[src/rtl/approx_mult_pkg.sv]
// Shared constants and elaboration-time helpers for the approximate multiplier.
// Masks and compensation are 64 bits wide, so W is limited to 32.
package approx_mult_pkg;

   localparam int STAGES = 3;

   // Kept-bit mask over y for multiplier row i; rows at or above L keep every bit.
   function automatic logic [63:0] row_mask(input int i, input int w, input int l, input int t);
      logic [63:0] m;
      m = '0;
      for (int j = 0; j < 64; j++) begin
         if (j < w && (i >= l || i + j >= t)) m[j] = 1'b1;
      end
      return m;
   endfunction

   function automatic logic [63:0] comp_val(input int t);
      return (t == 0) ? 64'd0 : (64'd1 << (t - 1));
   endfunction

endpackage

[src/rtl/approx_mult_pipe_if.sv]
// Operand/result handshake bundle for approx_mult_pipe.
// master = producer/consumer side, slave = multiplier side.
interface approx_mult_pipe_if #(
   parameter int W     = 8,
   parameter int TAG_W = 4
);
   logic             in_valid;
   logic             in_ready;
   logic [W-1:0]     x;
   logic [W-1:0]     y;
   logic             exact;
   logic [TAG_W-1:0] tag_in;
   logic             out_valid;
   logic             out_ready;
   logic [2*W-1:0]   z;
   logic [TAG_W-1:0] tag_out;

   modport master (
      output in_valid, x, y, exact, tag_in, out_ready,
      input  in_ready, out_valid, z, tag_out
   );

   modport slave (
      input  in_valid, x, y, exact, tag_in, out_ready,
      output in_ready, out_valid, z, tag_out
   );
endinterface

[src/rtl/approx_lowrows.sv]
// Combinational sum of the L low multiplier rows, truncated below column T unless exact.
// Zero latency; no handshake.
module approx_lowrows
   import approx_mult_pkg::*;
#(
   parameter int W = 8,
   parameter int L = 4,
   parameter int T = W - 1
) (
   input  logic [L-1:0]   x_lo,
   input  logic [W-1:0]   y,
   input  logic           exact,
   output logic [W+L-1:0] lo_sel
);
   localparam int LW = W + L;

   logic [W-1:0] row [L];

   for (genvar i = 0; i < L; i++) begin : g_row
      localparam logic [63:0] MASK = row_mask(i, W, L, T);
      assign row[i] = x_lo[i] ? (exact ? y : (y & MASK[W-1:0])) : '0;
   end

   always_comb begin
      logic [LW-1:0] acc;
      acc = '0;
      for (int i = 0; i < L; i++) begin
         acc = acc + (LW'(row[i]) << i);
      end
      lo_sel = acc;
   end
endmodule

[src/rtl/approx_mult_pipe.sv]
// Pipelined exact/approximate unsigned multiplier, 3-cycle latency, 1/cycle; APPROX_COMP_EN adds 2^(T-1) bias.
// A held result (out_valid & !out_ready) freezes every stage and drops in_ready.
module approx_mult_pipe
   import approx_mult_pkg::*;
#(
   parameter int W     = 8,
   parameter int L     = 4,
   parameter int T     = W - 1,
   parameter int TAG_W = 4
) (
   input logic              clk,
   input logic              rst_n,
   approx_mult_pipe_if.slave bus
);
   localparam int HW = 2 * W - L;

`ifdef APPROX_COMP_EN
   localparam logic [63:0]    COMP64 = comp_val(T);
   localparam logic [2*W-1:0] COMP   = COMP64[2*W-1:0];
`else
   localparam logic [2*W-1:0] COMP = '0;
`endif

   logic             v1, v2, v3;
   logic [W-1:0]     x1, y1;
   logic             e1, e2;
   logic [TAG_W-1:0] tag1, tag2, tag3;
   logic [HW-1:0]    hi2, hi_d;
   logic [W+L-1:0]   lo2, lo_d;
   logic [2*W-1:0]   z3, z_d;
   logic             adv;

   assign adv = !v3 | bus.out_ready;

   assign hi_d = {{(W - L){1'b0}}, y1} * {{W{1'b0}}, x1[W-1:L]};

   approx_lowrows #(.W(W), .L(L), .T(T)) u_lowrows (
      .x_lo   (x1[L-1:0]),
      .y      (y1),
      .exact  (e1),
      .lo_sel (lo_d)
   );

   assign z_d = {hi2, {L{1'b0}}} + {{(W - L){1'b0}}, lo2} + (e2 ? '0 : COMP);

   // Single global enable: bubbles are kept, so a stall never reorders results.
   always_ff @(posedge clk or negedge rst_n) begin
      if (!rst_n) begin
         v1   <= 1'b0;
         v2   <= 1'b0;
         v3   <= 1'b0;
         x1   <= '0;
         y1   <= '0;
         e1   <= 1'b0;
         e2   <= 1'b0;
         tag1 <= '0;
         tag2 <= '0;
         tag3 <= '0;
         hi2  <= '0;
         lo2  <= '0;
         z3   <= '0;
      end else if (adv) begin
         v1   <= bus.in_valid;
         x1   <= bus.x;
         y1   <= bus.y;
         e1   <= bus.exact;
         tag1 <= bus.tag_in;
         v2   <= v1;
         hi2  <= hi_d;
         lo2  <= lo_d;
         e2   <= e1;
         tag2 <= tag1;
         v3   <= v2;
         z3   <= z_d;
         tag3 <= tag2;
      end
   end

   assign bus.in_ready  = adv;
   assign bus.out_valid = v3;
   assign bus.z         = z3;
   assign bus.tag_out   = tag3;
endmodule

[src/flat_wrapper.sv]
// flat-port wrapper written by rule: the top's interface ports become plain ports
module approx_mult_pipe_flat import approx_mult_pkg::*;
#(
   parameter int W     = 8,
   parameter int L     = 4,
   parameter int T     = W - 1,
   parameter int TAG_W = 4
)
  (clk, rst_n, bus_in_valid, bus_x, bus_y, bus_exact, bus_tag_in, bus_out_ready, bus_in_ready, bus_out_valid, bus_z, bus_tag_out);
  approx_mult_pipe_if #(.W(W), .TAG_W(TAG_W)) bus_i ();
  input logic clk;
  input logic rst_n;
  input wire logic [$bits(bus_i.in_valid)-1:0] bus_in_valid;
  input wire logic [$bits(bus_i.x)-1:0] bus_x;
  input wire logic [$bits(bus_i.y)-1:0] bus_y;
  input wire logic [$bits(bus_i.exact)-1:0] bus_exact;
  input wire logic [$bits(bus_i.tag_in)-1:0] bus_tag_in;
  input wire logic [$bits(bus_i.out_ready)-1:0] bus_out_ready;
  output wire logic [$bits(bus_i.in_ready)-1:0] bus_in_ready;
  output wire logic [$bits(bus_i.out_valid)-1:0] bus_out_valid;
  output wire logic [$bits(bus_i.z)-1:0] bus_z;
  output wire logic [$bits(bus_i.tag_out)-1:0] bus_tag_out;
  assign bus_i.in_valid = bus_in_valid;
  assign bus_i.x = bus_x;
  assign bus_i.y = bus_y;
  assign bus_i.exact = bus_exact;
  assign bus_i.tag_in = bus_tag_in;
  assign bus_i.out_ready = bus_out_ready;
  assign bus_in_ready = bus_i.in_ready;
  assign bus_out_valid = bus_i.out_valid;
  assign bus_z = bus_i.z;
  assign bus_tag_out = bus_i.tag_out;
  approx_mult_pipe #(.W(W), .L(L), .T(T), .TAG_W(TAG_W)) u_core (.clk(clk), .rst_n(rst_n), .bus(bus_i));
endmodule
[config.mk]
export PLATFORM = sky130hd
export DESIGN_NAME = approx_mult_pipe_flat
export DESIGN_NICKNAME = d
export VERILOG_FILES = /design/src/rtl/approx_mult_pkg.sv /design/src/rtl/approx_mult_pipe_if.sv /design/src/rtl/approx_lowrows.sv /design/src/rtl/approx_mult_pipe.sv /design/src/flat_wrapper.sv
export SDC_FILE = /design/constraint.sdc
export NUM_CORES = 1
export LEC_CHECK = 0
export CAP_MARGIN = 20
export CORE_ASPECT_RATIO = 0.75
export CORE_MARGIN = 3
export CORE_UTILIZATION = 58
export DETAILED_ROUTE_END_ITERATION = 16
export GPL_TIMING_DRIVEN = 1
export PLACE_DENSITY = 0.88
export SLEW_MARGIN = 40
export SYNTH_ARGS = -nofsm -noshare
export SYNTH_HDL_FRONTEND = slang
export SYNTH_HIERARCHICAL = 1
export SYNTH_SLANG_ARGS = --single-unit
[constraint.sdc]
create_clock -name clk -period 4.8 [get_ports clk]
set_clock_uncertainty 0.1 [all_clocks]
set_input_delay 0.48 -clock clk [delete_from_list [all_inputs] [get_ports clk]]
set_output_delay 0.48 -clock clk [all_outputs]
set_load 0.02 [all_outputs]
Word level (Yosys, flattened, before mapping)
Cells that the tools add are included.
{ "word_totals": {"reg_bits": 72, "inputBits": 25, "output_inout_bits": 22, "word_cells": 27} }
{ "op_classes": {"add_sub_neg": 4, "n_mul": 1, "muxes": 8, "bitwise": 1, "n_reduce_logical": 1} }
{ "op_table": {"columns": ["cell", "count"], "rows": [
  ["$mux 8", 4],
  ["$add 16x12->16", 1],
  ["$add 11x11->12", 1],
  ["$mul 8x4->12", 1],
  ["$add 10x10->11", 1],
  ["$add 8x9->10", 1],
  ["$mux 7", 1],
  ["$mux 6", 1],
  ["$mux 5", 1],
  ["$mux 4", 1],
  ["$logic_not 1->1", 1],
  ["$or 1x1->1", 1]
]} }

Depth between registers and ports, before layout
Gate-level depths: netlist of run 1.
{ "depth": {"ltp_word": 5, "ltp_mapped": 19, "ltp_nobuf": 19} }

By module
The synthesis of run 1 kept the hierarchy.
{ "by_module_without_submodules": {"columns": ["mod", "instances", "cells_per_inst", "area_per_inst_um2"], "rows": [
  ["approx_mult_pipe", 1, 457, 3985.1],
  ["approx_lowrows", 1, 137, 1011.0]
]} }

Worst setup path after synthesis of run 1
OpenSTA, ideal clock, no wires.
{ "synth_path": {"path_type": "register to register", "startpoint": "reg u_core.e1", "endpoint": "reg u_core.lo2[10]", "arrival_ns": 3.372, "required_time_ns": 4.583, "slack_ns": 1.211, "stages_incl_launch_ff": 20, "path_buffers": 1, "period_less_slack_ns": 3.589, "path_cell_list": "dfrtp_1 clkbuf_1 nand3_1 fa_1 inv_1 ha_1 inv_1 fa_1 nor2b_4 o21ai_2 a21oi_2 a211oi_2 xnor2_1 ha_1 o21a_1 nor2_1 a21oi_1 xor2_1 nand2_1 nand2_1"} }
{ "synth_via": {"elab_chain_len": 5, "elab_cells_between_ends": 11, "cone_classes": "3 x add/sub; 8 x mux"} }
{ "synth_rtl": {"columns": ["item", "line_no", "source"], "rows": [
  ["start, declared", "approx_mult_pipe.sv:26", "logic e1, e2;"],
  ["start signal, assigned", "approx_mult_pipe.sv:66", "e1 <= bus.exact;"],
  ["$mux 7 / $mux 6 (equally long branches)", "approx_lowrows.sv:21", "assign row[i] = x_lo[i] ? (exact ? y : (y & MASK[W-1:0])) : '0;"],
  ["$mux 8", "approx_lowrows.sv:21", null],
  ["$add 8x9->10", "approx_lowrows.sv:28", "acc = acc + (LW'(row[i]) << i);"],
  ["$add 10x10->11", "approx_lowrows.sv:28", null],
  ["$add 11x11->12 (*)", "approx_lowrows.sv:28", null],
  ["named net u_core.lo_d[10]", "approx_mult_pipe.sv:29", "logic [W+L-1:0] lo2, lo_d;"],
  ["end signal, assigned", "approx_mult_pipe.sv:70", "lo2 <= lo_d;"],
  ["end, declared", "approx_mult_pipe.sv:29", null]
]} }
The timed path passes the listed nets; every way through them passes the cells marked *.
A chain may end at the register's enable or synchronous reset.

Worst setup path in the final report of run 1
{ "layout_path": {"startpoint": "reg u_core.e1", "endpoint": "reg u_core.lo2[9]"} }
Same word-level chain as after synthesis.

==> run_results.csv, run 1 <==
group,metric,value,unit
worst_setup_path,cp.arrival,4.16,ns
cells_and_area,multi_input_area,2950,µm²
floorplan,rows,28,
timing,tns,0,ns
clocking,root_buffer,"clkbuf_16",
routing,drc,0,
routing,vias,4109,
routing,first_pass_iters,5,
clocking,cts_tree,"done",
timing,hold_viol,0,
cells_and_area,diodes,0,
worst_setup_path,cp-end-kind,"flop",
placed_design,post_dp_cell_area,5540,µm²
cells_and_area,final_common_cell,"nand2_1",
worst_setup_path,worstSetupPathType,"reg2reg",
cells_and_area,final_cell_mix,"nand2_1, dfrtp_1, clkdlybuf4s50_1",
grt,antenna_found_initial,0,
cells_and_area,layout-drive-gt1-share,0.0452,
power_and_ir_drop,finalPower,3.57,mW
clocking,clk_pin_slew,0.06,ns
grt,grt_pass1_vias,3954,
worst_setup_path,r2r_slack,0.81,ns
clocking,cts_max_path_buffers,2,
worst_setup_path,path_max_fanout,19,
yosys,synth_cell_types,45,
worst_setup_path,path_cells,"and2_1, nand2_1, fa_1, inv_1, ha_1, inv_1, fa_1, xnor2_1, inv_1, fa_1, nor2b_1, o21ai_2, a21boi_2, o21ai_0, a21oi_1, nand2_1, nand2_1",
worst_hold_path,hp-class,"in2async",
timing,min_period,3.99,ns
yosys,postSynthCellCount,594,
floorplan,initial_utilization,0.615,
status,outcome,"finished, final reports clean",
timing,worst_slew_pin_slew,0.709,ns
clocking,ctsHtreeMaxLevel,3,
worst_setup_path,critPathTopFamily,"adder cells",
yosys,synth_area_per_cell,8.41,µm²
yosys,seq_area_frac_synth,0.361,
placed_design,port_buffers,46,
cells_and_area,area_delta_synth_final,17.0,%
run,maxCapViolCount,0,
timing,slew_viol_final,0,
grt,grt_max_degree,73,
power_and_ir_drop,ir_worst_vdd,0.447,mV
grt,grt-ovfl-total,0,
cells_and_area,nets,724,
clocking,clock-sinks,72,
yosys,ys_ff_latch,72,
timing,period_share,0.831,
worst_setup_path,setup.worst_path.start_class,"flop",
worst_setup_path,slowest_stage,"dfrtp_1",
yosys,synth_area,5000,µm²
worst_setup_path,crit_buf_inv,3,
routing,wl_per_cell,14.3,µm
floorplan,fp.dieW,113,µm
routing,via_per_inst,5.51,
worst_setup_path,slowest_delay,0.63,ns
routing,wl,10.7,mm
floorplan,core,8130,µm²
grt,grt_use_total,0.234,
routing,antenna_left,0,
placed_design,hpwl,7.67,mm
clocking,cts_resized,0,
floorplan,dieArea,9780,µm²
timing,max_freq,251,MHz
worst_setup_path,path_depth,17,
cells_and_area,seqCellArea,1800,µm²
timing,slew_headroom,0.527,
clocking,clkLatencyLatePin,0.34,ns
routing,drt_iter0_drc,409,
clocking,postCtsSetupRepairBufs,0,
yosys,yosys_warnings,6,
timing,rsz0062_at_grt,"false",
power_and_ir_drop,p_leak,2.99,nW
clocking,cts_buffers,9,
floorplan,num_io_pins,47,
cells_and_area,finish.instance_area,5840,µm²
clocking,cts_hold_buf,0,
grt,grt_pass1_wl,18.4,mm
timing,hold-worst-slack,0.131,ns
cells_and_area,fillers,631,
worst_setup_path,worstPathRequired,4.98,ns
worst_setup_path,ff2ff_path_depth,17,
floorplan,fp.dieH,86.4,µm
placed_design,place.gp.congestion,0.893,
power_and_ir_drop,pwr_density_cell,611,nW/µm²
timing,setup_viol,0,
yosys,syn_nets,682,
## per-stage QoR
step	util	instances	setup slack (ns)
after floorplan	-	594	1.21
after global placement	0.681	730	1.07
after detailed placement	0.681	730	0.844
after CTS	0.719	746	0.834
after global routing	0.719	746	0.504
final	0.719	746	0.813
## synth_stat cells, drive strengths merged
master / number / share of area
nand4: 2 / 0.0025
a311oi: 1 / 0.0018
fa: 21 / 0.084
o21bai: 3 / 0.0045
clkbuf: 9 / 0.0068
o31a: 2 / 0.0035
nand3: 13 / 0.013
a21boi: 2 / 0.0038
o22ai: 2 / 0.0025
o2111ai: 1 / 0.0018
and2: 29 / 0.036
nor2: 23 / 0.017
ha: 42 / 0.11
o21a: 6 / 0.0090
nand3b: 1 / 0.0015
inv: 45 / 0.034
dfrtp: 72 / 0.36
a21o: 4 / 0.0060
xor2: 11 / 0.019
nor3: 4 / 0.0040
buf: 9 / 0.0090
a211oi: 8 / 0.013
nor3b: 1 / 0.0015
o21ai: 25 / 0.027
nand2: 194 / 0.15
o31ai: 2 / 0.0030
a2111oi: 1 / 0.0018
o211a: 1 / 0.0020
and2b: 2 / 0.0030
nor2b: 4 / 0.0080
and3: 7 / 0.0088
a31oi: 3 / 0.0038
nand2b: 1 / 0.0013
o211ai: 5 / 0.0075
or3: 3 / 0.0038
xnor2: 9 / 0.016
and3b: 1 / 0.0018
a21oi: 24 / 0.025
o22a: 1 / 0.0018
## sequential cells by signal, summed over array words and instances (netlist names), 4 cells and up
register            count
u_core/lo2             12
u_core/x1               8
u_core/hi2             12
u_core/bus.tag_out      4
u_core/tag2             4
u_core/bus.z           16
u_core/y1               8
u_core/tag1             4
## layer usage
| metal | share of wire | track usage |
|---|---|---|
| met1 | 0.47 | 0.332 |
| met2 | 0.45 | 0.366 |
| met3 | 0.067 | 0.0509 |
| met4 | 0.018 | 0.0710 |
| met5 | 0 | 0 |
## power by group
part           internal, mW  switching [mW]
clock                 0.419           0.262
combinational         0.791            1.04
sequential            0.844           0.213
## logic make-up (layout without fill, tap and decap cells)
kind of cell,after synthesis,count (layout),share of synthesized area
and+or+nand+nor,285,285,0.248
AOI/OAI and AO/OA,91,91,0.117
DFF,72,72,0.361
adders and majority gates,63,63,0.189
buffers and inverters,63,110,0.0496
xor gates and xnor gates,20,20,0.0351
## layout make-up
| type | instances | share of cell area |
|---|---|---|
| Inverter | 45 | 0.0289 |
| Timing Repair Buffer | 49 | 0.0824 |
| Clock buffer | 10 | 0.0409 |
| Multi-Input combinational cell | 459 | 0.506 |
| Clock inverter | 6 | 0.0113 |
| Tap cell | 105 | 0.0225 |
| Sequential cell | 72 | 0.308 |
## worst paths after layout
| path | start | to |
|---|---|---|
| worst max-delay path | u_core/e1 | u_core/lo2[9] |
| worst min-delay path | rst_n | u_core/bus.z[13] |
| worst max register to register | u_core/e1 | u_core/lo2[9] |
| worst min register to register | u_core/tag1[1] | u_core/tag1[1] |
| max in group asynchronous | rst_n | u_core/e1 |
| min in group clk | u_core/tag1[1] | u_core/tag1[1] |
(Power assumes the default switching activity.)
==> inputs of run 2 (changes only) <==
==> constraint.sdc (replaced) <==
create_clock -name clk -period 4.07 [get_ports clk]
set_clock_uncertainty 0.1 [all_clocks]
set_input_delay 0.407 -clock clk [delete_from_list [all_inputs] [get_ports clk]]
set_output_delay 0.407 -clock clk [all_outputs]
set_load 0.02 [all_outputs]
==> run 2 against run 1 <==
Compared with the run above: the run now ends with hold timing left; wire length rose by 3.4%; first-iteration DRC count decreased by 21%; global-route usage up 1.3 points; sequential cell count stayed put; fmax rose by 6.7%; register-to-register slack worse by 0.48 ns; clock power is 18% higher; power up 19%; critical path depth unchanged; setup slack got worse by 0.48 ns; utilization up 0.15 points; hold slack worse by 0.15 ns; critical path type unchanged; critical endpoint is now u_core/lo2[11]; largest power group unchanged.
==> run_results.csv, run 2 (synthesized netlist as in run 1, its figures left out) <==
group,metric,value,unit
timing,slew_headroom,0.541,
timing,setup_viol,0,
routing,first_pass_iters,7,
power_and_ir_drop,p_sw_frac,0.422,
clocking,cts_hold_buf,0,
routing,vias,4206,
worst_setup_path,ff2ff_path_depth,17,
cells_and_area,nets,725,
clocking,ctsHtreeMaxLevel,3,
routing,drt_iter0_drc,322,
cells_and_area,seqCellArea,1800,µm²
timing,hold_viol,32,
cells_and_area,multi_input_area,2960,µm²
clocking,cts_buffers,9,
worst_setup_path,critPathTopFamily,"adder cells",
power_and_ir_drop,p_leak,3.00,nW
worst_setup_path,r2r_start,"u_core/e1",
floorplan,initial_utilization,0.615,
placed_design,hpwl,7.97,mm
grt,grt_max_degree,73,
floorplan,fp.dieH,86.4,µm
cells_and_area,fin_util,0.720,
cells_and_area,largest_register_ffs,16,
timing,hold-worst-slack,-0.0194,ns
power_and_ir_drop,power.internal,2.45,mW
cells_and_area,fin_cells,747,
placed_design,post_dp_cell_area,5540,µm²
timing,fin_ws,0.333,ns
worst_setup_path,worstPathRequired,4.25,ns
grt,grt_use_total,0.248,
routing,wl,11.0,mm
placed_design,dp.cells,730,
worst_setup_path,worstSetupPathType,"reg2reg",
cells_and_area,final_cell_mix,"nand2_1, dfrtp_1, clkdlybuf4s50_1",
clocking,clkLatencyLatePin,0.34,ns
clocking,root_buffer,"clkbuf_16",
clocking,clock-sinks,72,
routing,wl_per_cell,14.8,µm
worst_setup_path,cp.arrival,3.92,ns
status,violations,"hold timing",
grt,grt_pass1_wl,19.3,mm
placed_design,post-place-ws,0.141,ns
worst_setup_path,slowest_delay,0.48,ns
cells_and_area,fillers,610,
floorplan,num_io_pins,47,
grt,antenna_found_initial,0,
run,maxCapViolCount,0,
power_and_ir_drop,pwr_density_cell,722,nW/µm²
floorplan,core,8130,µm²
worst_setup_path,crit_buf_inv,4,
placed_design,port_buffers,46,
worst_hold_path,hp-class,"in2async",
timing,max_freq,268,MHz
floorplan,rows,28,
timing,slew_viol_final,0,
cells_and_area,layout-drive-gt1-share,0.0483,
clocking,cts_max_path_buffers,2,
routing,via_per_inst,5.63,
timing,worst_slew_pin_slew,0.689,ns
status,outcome,"finished with violations",
routing,antenna_left,0,
floorplan,dieArea,9780,µm²
clocking,cts_tree,"done",
cells_and_area,final_common_cell,"nand2_1",
worst_setup_path,path_max_fanout,11,
timing,min_period,3.74,ns
cells_and_area,finish.instance_area,5860,µm²
timing,tns,0,ns
grt,grt-ovfl-total,0,
cells_and_area,diodes,0,
clocking,clk_pin_slew,0.06,ns
timing,rsz0062_at_grt,"false",
power_and_ir_drop,power.share.sequential,0.294,
worst_setup_path,path_cells,"buf_4, nand3_1, fa_1, inv_1, ha_1, inv_1, fa_1, xnor2_1, inv_1, fa_1, nor2b_1, o21ai_2, a21boi_2, o21ai_0, a21oi_1, nand2_1, nand2_1",
cells_and_area,area_delta_synth_final,17.2,%
placed_design,place.gp.congestion,0.887,
power_and_ir_drop,finalPower,4.23,mW
timing,period_share,0.918,
power_and_ir_drop,power_switching,1.78,mW
power_and_ir_drop,ir_worst_vdd,0.528,mV
power_and_ir_drop,p_comb_frac,0.517,
worst_setup_path,setup.worst_path.start_class,"flop",
worst_setup_path,r2r_slack,0.33,ns
power_and_ir_drop,p_clk_frac,0.190,
worst_setup_path,cp-end-kind,"flop",
floorplan,fp.dieW,113,µm
routing,drc,0,
worst_setup_path,r2r-end,"u_core/lo2[11]",
grt,grt_pass1_vias,4201,
worst_setup_path,slowest_stage,"fa_1",
-- run 2: cell types whose count changed in the layout (fill, tap and decap cells not counted) --
cell	delta
clkbuf_1	+1
clkbuf_8	+1
buf_2	-1
clkinv_2	-1
dfrtp_1	-1
buf_6	-1
inv_6	-2
dfrtp_2	+1
and2_1	-1
and2_2	+1
buf_4	+3
clkinv_4	+1
-- run 2: how the worst max path moves through the flow --
stage	start	end	slack, ns	cells after the start
floorplan	u_core/e1	u_core/lo2[10]	0.48	19
global placement	u_core/e1	u_core/lo2[11]	0.34	17
detailed placement	u_core/e1	u_core/lo2[11]	0.14	17
CTS	u_core/e1	u_core/lo2[11]	0.12	17
global route	u_core/e1	u_core/lo2[9]	0.001	17
finish	u_core/e1	u_core/lo2[11]	0.33	17
-- run 2: power groups by stage --
stage          clock (mW)  sequential (mW)  combinational, mW
6_report            0.803             1.24               2.18
4_1_cts             0.822             1.24               2.17
5_1_grt             0.850             1.28               2.46
2_1_floorplan           0             1.29               1.46
3_3_place_gp            0             1.23               2.04
3_5_place_dp            0             1.25               2.14
-- run 2: per-layer routing --
metal	track usage	vias up	share of wire
li1	-	2026	-
met1	0.344	1996	0.47
met2	0.392	167	0.45
met3	0.0523	17	0.069
met4	0.0819	0	0.013
met5	0	-	0
-- run 2: cell type report --
type,count,share of cell area
Multi-Input combinational cell,459,0.505
Sequential cell,72,0.308
Timing Repair Buffer,50,0.0833
Clock buffer,12,0.0438
Inverter,45,0.0288
Tap cell,105,0.0224
Clock inverter,4,0.00897
-- run 2: worst reg2reg max path, cell delays in order (launching register included) --
cell and delay (ns):
dfrtp_2 0.43, buf_4 0.19, nand3_1 0.12, fa_1 0.48, inv_1 0.07, ha_1 0.16
inv_1 0.05, fa_1 0.44, xnor2_1 0.24, inv_1 0.08, fa_1 0.45, nor2b_1 0.18
o21ai_2 0.09, a21boi_2 0.18, o21ai_0 0.14, a21oi_1 0.14, nand2_1 0.06, nand2_1 0.08
-- run 2: what timing repair did --
action	in CTS	in global routing
buffers inserted	0	1
setup endpoints to repair	0	5
resized for setup	0	2
endpoints found under the hold margin	0	0
==> inputs of run 3 (changes only) <==
--- a/config.mk
+++ b/config.mk
@@ -6,12 +6,15 @@
 export NUM_CORES = 1
 export LEC_CHECK = 0
 export CAP_MARGIN = 20
+export CELL_PAD_IN_SITES_DETAIL_PLACEMENT = 1
+export CELL_PAD_IN_SITES_GLOBAL_PLACEMENT = 2
 export CORE_ASPECT_RATIO = 0.75
 export CORE_MARGIN = 3
-export CORE_UTILIZATION = 58
+export CORE_UTILIZATION = 35
 export DETAILED_ROUTE_END_ITERATION = 16
 export GPL_TIMING_DRIVEN = 1
-export PLACE_DENSITY = 0.88
+export PLACE_DENSITY = 0.87
+export SKIP_CTS_REPAIR_TIMING = 1
 export SLEW_MARGIN = 40
 export SYNTH_ARGS = -nofsm -noshare
 export SYNTH_HDL_FRONTEND = slang
==> run 3 against run 2 <==
Compared with the run above: the flow still finishes with violations (hold timing); wire length rose by 14%; cell count rose by 9.4%; utilization is 29 points lower; power up 3.8%; first-iteration DRC count down 58%; fmax is 0.85% lower; sequential cell count unchanged; non-clock buffer count unchanged; die area increased by 61%; critical path type unchanged; critical endpoint is now u_core/lo2[9].
==> run_results.csv, run 3 (synthesized netlist as in run 1, its figures left out) <==
group,metric,value,unit
clocking,clock-sinks,72,
status,outcome,"finished with violations",
worst_setup_path,startpoint,"u_core/e1",
cells_and_area,nets,725,
cells_and_area,diodes,0,
worst_setup_path,setup.worst_path.start_class,"flop",
clocking,clk_pin_slew,0.06,ns
timing,setup_viol,0,
routing,drc,0,
power_and_ir_drop,p_leak,3.01,nW
routing,drt_iter0_drc,136,
grt,antenna_found_initial,0,
power_and_ir_drop,ir_worst_vdd,0.309,mV
timing,hold-worst-slack,-0.00400,ns
routing,vias,4038,
placed_design,hpwl,9.21,mm
placed_design,port_buffers,46,
placed_design,place.gp.congestion,0.833,
floorplan,fp.dieH,109,µm
cells_and_area,final_common_cell,"nand2_1",
clocking,cts_buffers,9,
cells_and_area,fillers,1640,
routing,wl_met1,6.69,mm
clocking,clkLatencyLatePin,0.34,ns
status,violations,"hold timing",
floorplan,rows,37,
run,maxCapViolCount,0,
routing,first_pass_iters,4,
grt,grt-ovfl-total,0,
clocking,root_buffer,"clkbuf_16",
cells_and_area,fin_util,0.432,
routing,dr_wl_met2,5.32,mm
worst_setup_path,r2r_start,"u_core/e1",
grt,grt_pass1_vias,4184,
cells_and_area,largest_register_ffs,16,
clocking,cts_tree,"done",
timing,period_share,0.926,
power_and_ir_drop,pwr_density_cell,734,nW/µm²
timing,max_freq,265,MHz
worst_setup_path,r2r_slack,0.30,ns
timing,tns,0,ns
timing,rsz0062_at_grt,"false",
grt,grt_pass1_wl,21.4,mm
worst_setup_path,cp-end-kind,"flop",
floorplan,fp.dieW,144,µm
timing,slew_headroom,0.506,
worst_setup_path,cp.arrival,3.95,ns
cells_and_area,area_delta_synth_final,19.7,%
floorplan,core,13800,µm²
routing,top_layer_used,"met4",
routing,wl_met3,429,µm
routing,via_per_inst,4.94,
worst_hold_path,hp-class,"in2async",
worst_setup_path,path_max_fanout,13,
clocking,cts_max_path_buffers,2,
timing,slew_viol_final,0,
routing,antenna_left,0,
routing,wl_per_cell,15.4,µm
worst_setup_path,worstPathRequired,4.25,ns
worst_setup_path,worstSetupPathType,"reg2reg",
timing,min_period,3.77,ns
timing,hold_viol,7,
floorplan,num_io_pins,47,
clocking,ctsHtreeMaxLevel,3,
floorplan,dieArea,15800,µm²
grt,grt_use_total,0.172,
cells_and_area,final_cell_mix,"nand2_1, dfrtp_1, clkdlybuf4s50_1",
timing,worst_slew_pin_slew,0.741,ns
floorplan,initial_utilization,0.361,
routing,wl,12.6,mm
grt,grt_max_degree,73,
cells_and_area,layout-drive-gt1-share,0.0483,
==> run 3: changes by cell type in the layout (fill, tap and decap cells not counted) <==
cell	before	now
buf_4	5	4
buf_6	0	1
bufinv_16	1	3
clkbuf_8	2	0
clkinv_2	1	0
clkinv_4	2	0
clkinvlp_4	0	1
inv_6	0	2
==> run 3: area by class of cell <==
cell class | count | area (µm²) | share of cell area
timing repair buffer | 50 | 492 | 0.0822
clock buffer | 10 | 229 | 0.0383
multi-input combinational | 459 | 2960 | 0.494
sequential | 72 | 1800 | 0.301
inverter | 45 | 169 | 0.0282
clock inverter | 6 | 115 | 0.0192
tap | 175 | 219 | 0.0366
==> run 3: through the flow <==
step / hold WS [ns] / cell area (µm²) / total power [mW] / setup slack, ns / std cells
floorplan: 0.0114 / 5000 / 2.75 / 0.481 / 594
detailed placement: 0.355 / 5640 / 3.47 / 0.183 / 801
global route: 0.0394 / 5980 / 4.82 / 0.0424 / 817
CTS: 0.0161 / 5980 / 4.45 / 0.178 / 817
global placement: 0.350 / 5630 / 3.37 / 0.372 / 801
finish: -0.00400 / 5980 / 4.39 / 0.301 / 817
==> run 3: worst paths after layout <==
check,endpoint,cells after the start
setup reg to reg,u_core/lo2[9],17
min in group clk,u_core/bus.tag_out[0],2
hold reg to reg,u_core/bus.tag_out[0],2
setup / recovery,u_core/lo2[9],17
hold / removal,u_core/bus.z[14],1
max in group asynchronous,u_core/e1,1
==> run 3: routing by layer <==
layer / GRT usage / vias up
li1: - / 2023
met5: 0 / -
met1: 0.259 / 1937
met2: 0.251 / 67
met4: 0.0470 / 0
met3: 0.0357 / 11
==> run 3: where the power goes <==
group / leakage (nW) / internal, mW / switching [mW] / total (mW)
registers: 0.886 / 0.995 / 0.250 / 1.25
clock network: 0.164 / 0.604 / 0.325 / 0.928
logic: 1.96 / 0.946 / 1.27 / 2.22
total: 3.01 / 2.54 / 1.85 / 4.39
==> run 3: critical path, stage by stage, from the launching register on <==
cell and delay, ns:
dfrtp_2 0.47, and2_2 0.26, nand2_1 0.10, fa_1 0.41, inv_1 0.07, ha_1 0.16
inv_1 0.05, fa_1 0.44, xnor2_1 0.25, inv_1 0.09, fa_1 0.44, nor2b_1 0.16
o21ai_2 0.09, a21boi_2 0.19, o21ai_0 0.13, a21oi_1 0.14, nand2_1 0.06, nand2_1 0.08
